## src/rtl/dmem_responder_pkg.sv

```systemverilog
// Shared types for the data-side memory responder:
// memory-stage request bundles, size codes and FSM states.
package dmem_responder_pkg;

    localparam logic [1:0] SZ_BYTE = 2'd0;
    localparam logic [1:0] SZ_HALF = 2'd1;
    localparam logic [1:0] SZ_WORD = 2'd2;

    typedef struct packed {
        logic        ren;
        logic [31:0] addr;
        logic [1:0]  size;
    } m_r_t;

    typedef struct packed {
        logic        wen;
        logic [31:0] addr;
        logic [1:0]  size;
        logic [3:0]  strobe;
        logic [31:0] wd;
    } m_w_t;

    typedef enum logic [2:0] {
        DM_IDLE,
        DM_ADDR,
        DM_DATA,
        DM_DONE,
        DM_CANCEL
    } dmem_state_t;

    // Zero the byte lanes the store does not own.
    function automatic logic [31:0] lane_mask(input logic [3:0] strobe);
        return {{8{strobe[3]}}, {8{strobe[2]}},
                {8{strobe[1]}}, {8{strobe[0]}}};
    endfunction

endpackage

```

## src/rtl/dmem_responder.sv

```systemverilog
// Data-side memory responder: one bus transaction per
// memory-stage access, result held until the stage advances.
module dmem_responder
    import dmem_responder_pkg::*;
(
    input  logic        clk,
    input  logic        resetn,
    input  m_r_t        mread,
    input  m_w_t        mwrite,
    input  logic        flush,
    input  logic        advance,
    output logic [31:0] rd,
    output logic        d_data_ok,
    output logic        data_req,
    output logic        data_wr,
    output logic [1:0]  data_size,
    output logic [31:0] data_addr,
    output logic [31:0] data_wdata,
    input  logic        data_addr_ok,
    input  logic        data_data_ok,
    input  logic [31:0] data_rdata
);

    dmem_state_t state, state_nxt;
    logic        act;
    logic        rd_load;

    assign act        = mwrite.wen | mread.ren;
    assign data_wr    = mwrite.wen;
    assign data_addr  = mwrite.wen ? mwrite.addr : mread.addr;
    assign data_size  = mwrite.wen ? mwrite.size : mread.size;
    assign data_wdata = mwrite.wd & lane_mask(mwrite.strobe);
    assign d_data_ok  = (state == DM_DONE);

    always_ff @(posedge clk or negedge resetn) begin
        if (!resetn) begin
            state <= DM_IDLE;
            rd    <= 32'h0;
        end else begin
            state <= state_nxt;
            if (rd_load)
                rd <= data_rdata;
        end
    end

    always_comb begin
        state_nxt = state;
        data_req  = 1'b0;
        rd_load   = 1'b0;
        unique case (state)
            DM_IDLE: begin
                data_req = act & ~flush;
                if (data_req) begin
                    if (data_addr_ok) begin
                        state_nxt = data_data_ok ? DM_DONE : DM_DATA;
                        rd_load   = data_data_ok & ~data_wr;
                    end else begin
                        state_nxt = DM_ADDR;
                    end
                end
            end
            DM_ADDR: begin
                data_req = 1'b1;
                if (flush) begin
                    // An accept racing the flush still owes a data phase.
                    if (data_addr_ok && !data_data_ok)
                        state_nxt = DM_CANCEL;
                    else
                        state_nxt = DM_IDLE;
                end else if (data_addr_ok) begin
                    state_nxt = data_data_ok ? DM_DONE : DM_DATA;
                    rd_load   = data_data_ok & ~data_wr;
                end
            end
            DM_DATA: begin
                if (data_data_ok) begin
                    state_nxt = flush ? DM_IDLE : DM_DONE;
                    rd_load   = ~flush & ~data_wr;
                end else if (flush) begin
                    state_nxt = DM_CANCEL;
                end
            end
            DM_DONE: begin
                if (advance || flush)
                    state_nxt = DM_IDLE;
            end
            DM_CANCEL: begin
                if (data_data_ok)
                    state_nxt = DM_IDLE;
            end
            default: state_nxt = DM_IDLE;
        endcase
    end

endmodule

```

## config.mk

```make
export PLATFORM = sky130hd
export DESIGN_NAME = dmem_responder
export DESIGN_NICKNAME = d
export VERILOG_FILES = /design/src/rtl/dmem_responder_pkg.sv /design/src/rtl/dmem_responder.sv
export SDC_FILE = /design/constraint.sdc
export NUM_CORES = 1
export LEC_CHECK = 0
export CORE_ASPECT_RATIO = 0.9
export CORE_MARGIN = 5
export CORE_UTILIZATION = 31
export CTS_CLUSTER_SIZE = 20
export DETAILED_ROUTE_END_ITERATION = 7
export PLACE_DENSITY = 0.95
export SLEW_MARGIN = 20
export SYNTH_ARGS = -nofsm -noshare
export SYNTH_HDL_FRONTEND = slang
export SYNTH_SLANG_ARGS = --single-unit
```

## constraint.sdc

```tcl
create_clock -name clk -period 2.47 [get_ports clk]
set_clock_uncertainty 0.1 [all_clocks]
set_input_delay 0.6175 -clock clk [delete_from_list [all_inputs] [get_ports clk]]
set_output_delay 0.6175 -clock clk [all_outputs]
set_load 0.03 [all_outputs]
```

=== Word level (Yosys, flattened, before mapping) ===
Cells that the tools add are included.

* Bits of input ports: 144
* Register bits after elaboration: 35
* Logic and storage cells: 43
* Output and inout bits: 101

* Reductions and logical operators: 5
* Multiplexer cells: 20
* Equal/unequal tests: 9
* Bitwise logic cells: 7

{| class="wikitable"
|+ Operators by type and width
! kind !! number
|-
| bitwise AND 32 bit || 1
|-
| 2-to-1 mux 32 bit || 1
|-
| 2-to-1 mux 3 bit || 8
|-
| case mux 3 bit (5 select lines) || 1
|-
| equality test 3 x 2 -> 1 bit (second input constant) || 2
|-
| 2-to-1 mux 2 bit || 3
|-
| != test 3 bit (second input constant) || 2
|-
| 2-to-1 mux 1 bit || 5
|-
| AND reduction 5 bit || 1
|-
| != test 2 bit (second input constant) || 2
|-
| bitwise AND 1 bit || 3
|-
| equality test 3 x 1 -> 1 bit (second input constant) || 1
|-
| equality test 3 bit (second input constant) || 1
|-
| zero test 3 bit || 1
|-
| case mux 1 bit (3 select lines) || 1
|-
| != test 2 x 1 -> 1 bit (second input constant) || 1
|-
| NOT 1 bit || 2
|-
| case mux 1 bit (2 select lines) || 1
|-
| logical AND 1 bit || 1
|-
| zero test 1 bit || 1
|-
| logical OR 1 bit || 1
|-
| bitwise OR 1 bit || 1
|}

=== Depth between registers and ports, before layout ===
Gate-level depths: netlist of the first run.

* Depth in word-level cells: 5
* Mapped depth: 5
* Mapped depth without buffers: 4

=== Worst setup path after synthesis of the first run ===
Ideal clock, no wire load.

* Path type: input to output
* Start: input port mwrite[70] in the netlist's numbering
* End: output port data_req
* Stages on the path: 4
* Arrival: 1.600 ns
* Required time: 1.752 ns
* Buffers on the path: 1
* Setup slack: 0.152 ns
* Cell sequence: buf_2 > o21ba_2 > nor2_1 > nor3_1

* Word-level cells in the longest chain between the ends: 3

{| class="wikitable"
|+ Ends and longest elaborated chain
! item !! RTL line !! source
|-
| from (decl) || dmem_responder.sv:9 || <nowiki>input m_w_t mwrite,</nowiki>
|-
| bitwise OR 1 bit || dmem_responder.sv:28 || <nowiki>assign act = mwrite.wen | mread.ren;</nowiki>
|-
| bitwise AND 1 bit || dmem_responder.sv:52 || <nowiki>data_req = act & ~flush;</nowiki>
|-
| case mux 1 bit (2 select lines) || dmem_responder.sv:50 || <nowiki>unique case (state)</nowiki>
|-
| to (decl) || dmem_responder.sv:14 || <nowiki>output logic data_req,</nowiki>
|}

No other way between the ends.

=== Worst setup path after layout of the first run ===
* Start: input port mwrite[47] in the netlist's numbering
* End: output port data_addr[9]

* Word-level cells in the longest chain between the ends: 1

{| class="wikitable"
|+ Ends and longest elaborated chain
! item !! RTL line !! source
|-
| 2-to-1 mux 32 bit || dmem_responder.sv:30 || <nowiki>assign data_addr = mwrite.wen ? mwrite.addr : mread.addr;</nowiki>
|-
| to (decl) || dmem_responder.sv:17 || <nowiki>output logic [31:0] data_addr,</nowiki>
|}

No other way between the ends.

==> flow_summary.yaml, run 1 <==
status:
  status: "finished, final reports clean"
detailed_routing:
  wirelength_met1_um: 3470
  routedWlPerCell_um: 18.6
  drtPass1Iterations: 5
  wl_met3_um: 1020
  via_count: 2419
  antenna_left: 0
  route.met2.wl_um: 4920
  drc: 0
  totalWireLength_um: 9740
  vias_per_cell: 4.62
  drt_iter0_drc: 31
  top_layer: "met4"
cells_and_area:
  finalInstanceArea_sq_um: 4820
  fin_util: 0.685
  finalNetCount: 574
  drive_gt1_frac: 0.357
  fillers: 506
  final_cells: 524
  syn_to_final_growth_pct: 116
  n_antenna_cell: 0
timing:
  maxSlewHeadroom: 0.710
  tightestPinTransition_ps: 436
  finalCritPeriodShare: 0.977
  setup_slack_ps: 55.7
  finalSetupViolations: 0
  rsz0062_at_grt: "false"
  maxSlewViolCount: 0
  max_freq_ghz: 0.414
  min_period_ps: 2410
  hold_viol_final: 0
clocking:
  cts_tree: "done"
  clk_pin_slew_worst_paths_ps: 60
  cts_root_buffer: "clkbuf_8"
  cts_setup_buffers: 0
  htree_levels: 2
  clock_sink_count: 35
  ctsHoldBuffers: 0
  clkLatencyLatePin_ps: 270
  cts_made_buffers: 5
  cts_buffer_depth: 2
grt:
  grt_pass1_vias: 2730
  overflow: 0
  grt_max_degree: 36
  grt_pass1_wl_um: 14900
  track_usage: 0.210
  antenna_found_initial: 0
job:
  drv_cap: 0
synthesis:
  yosys_register_bits: 35
  yosys-top-cells-area: "dfrtp_1 39%, mux2_4 20%, mux2_2 18%"
  syn_inst: 176
  syn_area_per_cell_sq_um: 12.7
  synthesis.nets: 320
  yosysTopAreaCell: "dfrtp_1"
  synth_top_area_share: 0.393
  ys_types: 31
  yosysWarnings: 0
  synth-seq-area-share: 0.393
  synth_area_sq_um: 2230
floorplanning:
  ios: 245
  initial_core_util: 0.317
  die_w_um: 99.4
  rows: 29
  core_sq_um: 7040
  dieArea_sq_um: 8990
  fp.dieH_um: 90.5
power:
  power.leakage_nw: 2.17
  ir_drop_mv: 0.364
  p_per_area_nw_per_um2: 820
worst_setup_path:
  cp.arrival_ps: 1700
  required_ps: 1750
  end_kind: "output port"
  worstSetupPathType: "input port to output port"
  start_kind: "input port"
  critical_path.max_fanout: 1
placed_design:
  io_buffers: 244
  dp.cells: 515
  placed_cell_area_sq_um: 4720
  hpwlAfterDp_um: 8460
  pre_cts_slack_ps: -554
  gp_congestion: 0.820
min_path:
  hp-class: "flop to flop"
[logic make-up after synthesis]
| family | share of synthesized area |
|---|---|
| buf+inv | 0.0365 |
| flops | 0.393 |
| xor+xnor | 0.00393 |
| compound gates | 0.0376 |
| mux | 0.397 |
| simple gates | 0.132 |
[report_power, final]
group	switching (mW)	internal, mW	leakage (nW)
combinational	1.17	1.25	1.69
sequential	0.173	0.855	0.425
clock	0.202	0.300	0.0581
total	1.55	2.41	2.17
[synthesized netlist by cell type, drive strengths merged]
| cell type | instances |
|---|---|
| a21boi | 1 |
| a21oi | 2 |
| a31o | 1 |
| a41oi | 1 |
| and2 | 32 |
| buf | 10 |
| clkbuf | 1 |
| dfrtp | 35 |
| mux2 | 66 |
| mux2i | 3 |
| nand2 | 1 |
| nand2b | 1 |
| nand3 | 1 |
| nand4b | 1 |
| nor2 | 7 |
| nor2b | 1 |
| nor3 | 1 |
| nor4b | 1 |
| o21a | 1 |
| o21ai | 3 |
| o21ba | 1 |
| o22a | 1 |
| o31ai | 1 |
| or3 | 1 |
| or4 | 1 |
| xnor2 | 1 |
[stage by stage]
stage	hold WS (ps)	total power, mW	TNS, ps
3_3_place_gp	390	3.42	-14690
6_report	414	3.95	0
4_1_cts	417	4.00	0
5_1_grt	431	4.15	0
3_5_place_dp	397	3.49	-15540
2_1_floorplan	222	2.40	0
[per-layer routing]
metal,GRT usage,up-vias
met4,0.0694,0
met1,0.230,1130
met5,0,-
met3,0.0826,24
met2,0.367,138
li1,-,1127
[registers in the layout, indices dropped and copies added, names as in the netlist]
register and count:
rd 32, state 3
[worst paths after layout]
check	end	cells after the start	start	slack [ps]
worst max register to register	rd[25]$_DFFE_PN0P_	6	state[0]$_DFFE_PN0P_	740
worst max-delay path	data_addr[9]	3	mwrite[47]	60
worst min register to register	rd[15]$_DFFE_PN0P_	1	rd[15]$_DFFE_PN0P_	410
min in group asynchronous	rd[31]$_DFFE_PN0P_	2	resetn	650
worst min-delay path	rd[15]$_DFFE_PN0P_	1	rd[15]$_DFFE_PN0P_	410
max in group asynchronous	rd[15]$_DFFE_PN0P_	2	resetn	1310
[cells in the final DEF, fill, tap and decap left out, drive strengths merged, types with 2 or more instances in the layout]
cell and count:
clkdlybuf4s50 175, mux2 66, buf 64, dfrtp 35
and2 32, clkdlybuf4s15 15, clkbuf 8, nor2 7
mux2i 3, o21ai 3, a21oi 2, clkinv 2
[area by class of cell]
cell class | count | area [sq um] | area share
multi-input combinational | 130 | 1270 | 0.264
clock buffer | 5 | 68.8 | 0.0143
timing repair buffer | 258 | 2440 | 0.507
clock inverter | 3 | 43.8 | 0.00908
sequential | 35 | 876 | 0.182
tap | 93 | 116 | 0.0241
[critical path: stages]
cell and delay, ps:
clkdlybuf4s50_1 460, mux2_2 280, clkdlybuf4s15_1 340
[timing repair]
| item | 4_1_cts | 5_1_grt |
|---|---|---|
| gates cloned | 1 | 0 |
| hold endpoints to repair | 0 | 0 |
| resized for setup | 84 | 3 |
| setup endpoints to repair | 35 | 3 |
Power figures use the tool's default switching activity.
==> run 2: changes to the inputs <==
--- a/config.mk
+++ b/config.mk
@@ -5,12 +5,15 @@
 export SDC_FILE = /design/constraint.sdc
 export NUM_CORES = 1
 export LEC_CHECK = 0
+export CAP_MARGIN = 20
+export CELL_PAD_IN_SITES_DETAIL_PLACEMENT = 1
+export CELL_PAD_IN_SITES_GLOBAL_PLACEMENT = 1
 export CORE_ASPECT_RATIO = 0.9
 export CORE_MARGIN = 5
-export CORE_UTILIZATION = 31
+export CORE_UTILIZATION = 17
 export CTS_CLUSTER_SIZE = 20
 export DETAILED_ROUTE_END_ITERATION = 7
-export PLACE_DENSITY = 0.95
+export PLACE_DENSITY = 0.84
 export SLEW_MARGIN = 20
 export SYNTH_ARGS = -nofsm -noshare
 export SYNTH_HDL_FRONTEND = slang
==> constraint.sdc (replaced) <==
create_clock -name clk -period 2.1 [get_ports clk]
set_clock_uncertainty 0.1 [all_clocks]
set_input_delay 0.525 -clock clk [delete_from_list [all_inputs] [get_ports clk]]
set_output_delay 0.525 -clock clk [all_outputs]
set_load 0.03 [all_outputs]
==> run 2 against run 1 <==
Net effect:
- sequential share of layout area decreased by 0.48 points
- sequential power increased by 17%
- critical path depth unchanged
- total power rose by 25%
- critical path type unchanged
- largest power group unchanged
==> flow_summary.yaml, run 2 (synthesized netlist as in run 1, its figures left out) <==
timing:
  maxSlewHeadroom: 0.492
  hold_viol_final: 0
  max_freq_ghz: 0.486
  min_period_ps: 2060
  tightestPinTransition_ps: 762
  fin_hold_ws_ps: 221
  finalCritPeriodShare: 0.980
  finalSetupViolations: 0
  maxSlewViolCount: 0
  rsz0062_at_grt: "false"
cells_and_area:
  seq_area_sq_um: 876
  drive_gt1_frac: 0.386
  multi_input_area_sq_um: 1290
  layout.cells.most_common_list: "169 x clkdlybuf4s50_1, 54 x buf_4, 36 x mux2_2, 35 x dfrtp_1, 32 x and2_1"
  finalInstanceArea_sq_um: 4950
  regMostFlops: "rd"
  mostFrequentLayoutCell: "clkdlybuf4s50_1"
  largest_reg_flops: 32
  reg.largest.list: "rd (32), state (3)"
  syn_to_final_growth_pct: 122
  finalNetCount: 578
  n_antenna_cell: 0
  fillers: 1410
placed_design:
  io_buffers: 244
  placed_cell_area_sq_um: 4800
  hpwlAfterDp_um: 9330
  gp_congestion: 0.831
detailed_routing:
  routedWlPerCell_um: 18.5
  totalWireLength_um: 11100
  drt_iter0_drc: 33
  drc: 0
  vias_per_cell: 4.02
  antenna_left: 0
  via_count: 2408
  drtPass1Iterations: 4
power:
  p_per_area_nw_per_um2: 998
  sw_frac_of_total: 0.383
  power.leakage_nw: 2.25
  netSwitchingPower_mw: 1.89
  p_comb_frac: 0.589
  seqPwrFrac: 0.242
  p_clk_frac: 0.169
  p_int_mw: 3.05
  ir_drop_mv: 0.356
worst_setup_path:
  start_kind: "input port"
  critPathMaxStageDelay_ps: 450
  r2r_slack_ps: 300
  cp.arrival_ps: 1430
  worstSetupPathDepth: 3
  crit_buf_inv: 2
  startpoint: "mwrite[38]"
  r2r_start: "state[0]$_DFFE_PN0P_"
  path_cells: "clkdlybuf4s50_1 -> mux2_2 -> buf_2"
  crit_slowest_cell: "clkdlybuf4s50_1"
  cpLargestDelayFamily: "buffers and inverters"
  required_ps: 1470
  worstSetupPathType: "input port to output port"
  end_kind: "output port"
  critical_path.max_fanout: 1
  reg2regPathDepth: 6
grt:
  antenna_found_initial: 0
  overflow: 0
  globalRouteMet1Util: 0.150
  grt_pass1_wl_um: 16500
  grt_pass1_vias: 2829
  grt_max_degree: 36
  track_usage: 0.137
  groute.layer.met3.usage: 0.0636
  grt_busiest_layer: "met2"
  met2_usage: 0.242
clocking:
  cts_made_buffers: 5
  clkLatencyLatePin_ps: 270
  cts_root_buffer: "clkbuf_16"
  cts_buffer_depth: 2
  htree_levels: 2
  clk_pin_slew_worst_paths_ps: 60
  cts_tree: "done"
  clock_sink_count: 35
floorplanning:
  initial_core_util: 0.174
  rows: 39
  fp.dieH_um: 119
  core_sq_um: 12800
  dieArea_sq_um: 15500
  ios: 245
  die_w_um: 131
min_path:
  hp-class: "input port to async pin"
job:
  drv_cap: 0
status:
  status: "finished, final reports clean"
-- run 2: cell types whose count changed in the layout (fill, tap and decap cells not counted), sizes merged --
cell	change
buf	+23
clkbuf	-3
clkdlybuf4s15	-15
clkdlybuf4s50	-6
dlygate4sd2	+3
dlymetal6s2s	+2
-- run 2: worst register-to-register path, cell delays in order (launching register included) --
cell and delay, ps:
dfrtp_1 380, buf_4 180, o21ai_1 170, mux2i_1 100, nand4b_2 120, buf_12 250
mux2_2 390
-- run 2: final timing paths --
| path | endpoint |
|---|---|
| worst min register to register | rd[14]$_DFFE_PN0P_ |
| max in group asynchronous | rd[9]$_DFFE_PN0P_ |
| worst max register to register | rd[14]$_DFFE_PN0P_ |
| min in group clk | rd[14]$_DFFE_PN0P_ |
| worst max-delay path | data_addr[0] |
| worst min-delay path | rd[17]$_DFFE_PN0P_ |
-- run 2: metrics by stage --
stage,setup TNS (ps),util,std cells,power [mW],worst slack [ps]
global placement,-33750,0.376,584,4.08,-759
floorplan,0,-,176,2.83,142
detailed placement,-35220,0.376,584,4.16,-764
CTS,-44.7,0.387,599,5.02,-44.7
global route,0,0.387,599,5.21,8.70
finish,0,0.387,599,4.94,41.0
-- run 2: area by class of cell --
cell class / instances / area share
timing repair buffer: 262 / 0.487
tap: 164 / 0.0414
clock inverter: 3 / 0.00884
clock buffer: 5 / 0.0253
multi-input combinational: 130 / 0.261
sequential: 35 / 0.177
-- run 2: layer usage --
layer  wire, um  up-vias
met2       5540      139
met1       4030     1122
met4        143        0
li1           -     1135
met3       1360       12
met5          0        -
-- run 2: power groups by stage --
stage / sequential [mW] / clock, mW / combinational [mW]
2_1_floorplan: 1.80 / 0 / 1.03
6_report: 1.20 / 0.835 / 2.91
3_5_place_dp: 1.21 / 0 / 2.94
3_3_place_gp: 1.18 / 0 / 2.89
5_1_grt: 1.24 / 0.893 / 3.07
4_1_cts: 1.21 / 0.861 / 2.95
-- run 2: what timing repair did --
action | CTS | global route
resized for setup | 153 | 5
pin swaps | 1 | 1
buffers inserted | 5 | 0
hold buffers | 0 | 0
cloned | 2 | 0
endpoints found under the setup margin | 70 | 15
==> run 3: changes to the inputs <==
--- a/config.mk
+++ b/config.mk
@@ -8,7 +8,7 @@
 export CAP_MARGIN = 20
 export CELL_PAD_IN_SITES_DETAIL_PLACEMENT = 1
 export CELL_PAD_IN_SITES_GLOBAL_PLACEMENT = 1
-export CORE_ASPECT_RATIO = 0.9
+export CORE_ASPECT_RATIO = 1.1
 export CORE_MARGIN = 5
 export CORE_UTILIZATION = 17
 export CTS_CLUSTER_SIZE = 20
==> run 3 against run 2 <==
Net effect:
- critical path depth is the same
- largest cell class unchanged
- non-clock buffer count shrank 3
- combinational power is essentially flat
- highest routed layer unchanged
- critical path type unchanged
- largest power group unchanged
- register-to-register slack gained 30 ps
==> flow_summary.yaml, run 3 (synthesized netlist as in run 1, its figures left out) <==
cells_and_area:
  finalNetCount: 575
  syn_to_final_growth_pct: 120
  final_cells: 587
  layout.cells.most_common_list: "168 x clkdlybuf4s50_1, 52 x buf_4, 36 x mux2_2, 35 x dfrtp_1, 32 x and2_1"
  n_antenna_cell: 0
  regMostFlops: "rd"
  finalInstanceArea_sq_um: 4910
  mostFrequentLayoutCell: "clkdlybuf4s50_1"
  reg.largest.list: "rd (32), state (3)"
  largest_reg_flops: 32
  drive_gt1_frac: 0.377
worst_setup_path:
  start_kind: "input port"
  cp.arrival_ps: 1440
  worstSetupPathType: "input port to output port"
  critical_path.max_fanout: 1
  end_kind: "output port"
  required_ps: 1470
placed_design:
  gp_congestion: 0.836
  io_buffers: 244
  placed_cell_area_sq_um: 4850
  dp.cells: 580
  hpwlAfterDp_um: 9800
detailed_routing:
  vias_per_cell: 4.13
  via_count: 2427
  totalWireLength_um: 11400
  routedWlPerCell_um: 19.5
  drt_iter0_drc: 38
  drc: 0
  antenna_left: 0
  drtPass1Iterations: 4
job:
  drv_cap: 0
floorplanning:
  fp.dieH_um: 130
  ios: 245
  dieArea_sq_um: 15500
  initial_core_util: 0.175
  die_w_um: 119
  core_sq_um: 12800
  rows: 43
timing:
  maxSlewViolCount: 0
  min_period_ps: 2060
  rsz0062_at_grt: "true"
  finalCritPeriodShare: 0.983
  fin_hold_ws_ps: 72.5
  hold_viol_final: 0
  tightestPinTransition_ps: 416
  max_freq_ghz: 0.484
  maxSlewHeadroom: 0.723
  finalSetupViolations: 0
clocking:
  cts_tree: "done"
  cts_made_buffers: 5
  clock_sink_count: 35
  cts_root_buffer: "clkbuf_16"
  clkLatencyLatePin_ps: 270
  htree_levels: 2
  clk_pin_slew_worst_paths_ps: 50
  cts_buffer_depth: 2
power:
  power.leakage_nw: 2.22
  ir_drop_mv: 0.301
  p_per_area_nw_per_um2: 974
grt:
  grt_pass1_vias: 2828
  antenna_found_initial: 0
  overflow: 0
  grt_max_degree: 33
  grt_pass1_wl_um: 16700
  track_usage: 0.141
min_path:
  hp-class: "input port to async pin"
status:
  status: "finished, final reports clean"
-- run 3: cell types whose count changed in the layout (fill, tap and decap cells not counted), moves of 2 or more --
| cell | delta |
|---|---|
| buf_12 | +4 |
| buf_2 | -3 |
| buf_4 | -2 |
| buf_6 | -2 |
-- run 3: where the power goes --
group	internal [mW]	leakage (nW)	switching (mW)
sequential	1.01	0.425	0.184
clock	0.426	0.0628	0.250
combinational	1.48	1.73	1.43
total	2.92	2.22	1.86
-- run 3: repair_timing --
action	CTS	global route
hold buffers	0	0
resized for setup	136	5
pin swaps	0	1
hold endpoints to repair	0	0
setup buffers	1	1
setup endpoints to repair	64	25
gates cloned	1	0
-- run 3: path summary, 6_finish.rpt --
path | from | end | slack [ps] | depth (start not counted)
worst min register to register | rd[15]$_DFFE_PN0P_ | rd[15]$_DFFE_PN0P_ | 400 | 1
worst max-delay path | mwrite[54] | data_addr[16] | 40 | 3
max in group asynchronous | resetn | rd[13]$_DFFE_PN0P_ | 1290 | 2
worst max register to register | state[0]$_DFFE_PN0P_ | rd[15]$_DFFE_PN0P_ | 330 | 6
min in group clk | rd[15]$_DFFE_PN0P_ | rd[15]$_DFFE_PN0P_ | 400 | 1
worst min-delay path | resetn | rd[11]$_DFFE_PN0P_ | 70 | 1
-- run 3: cell type report --
cell class / instances / area (sq um)
flip-flops and latches: 35 / 876
repair buffers: 259 / 2410
fillers: 1436 / 7850
multi-input cells: 130 / 1290
well taps: 157 / 196
clock buffers: 6 / 129
-- run 3: metal layers --
| metal | vias to the layer above | wire [um] | global-route usage | share of wire |
|---|---|---|---|---|
| li1 | 1124 | - | - | - |
| met1 | 1132 | 4380 | 0.158 | 0.38 |
| met2 | 158 | 5610 | 0.243 | 0.49 |
| met3 | 13 | 1260 | 0.0603 | 0.11 |
| met4 | 0 | 187 | 0.0429 | 0.016 |
| met5 | - | 0 | 0 | 0 |
-- run 3: worst max-delay path, cell delays in order --
cell and delay (ps):
clkdlybuf4s50_1 450, mux2_2 290, buf_4 170
-- run 3: through the flow --
stage	TNS [ps]	power, mW	util	worst slack (ps)
after global placement	-31590	4.08	0.380	-717
after detailed placement	-32670	4.14	0.380	-736
after global routing	-4.85	5.02	0.385	-2.50
after CTS	-25.2	4.84	0.385	-25.2
final	0	4.78	0.385	35.6
after floorplan	0	2.83	-	142
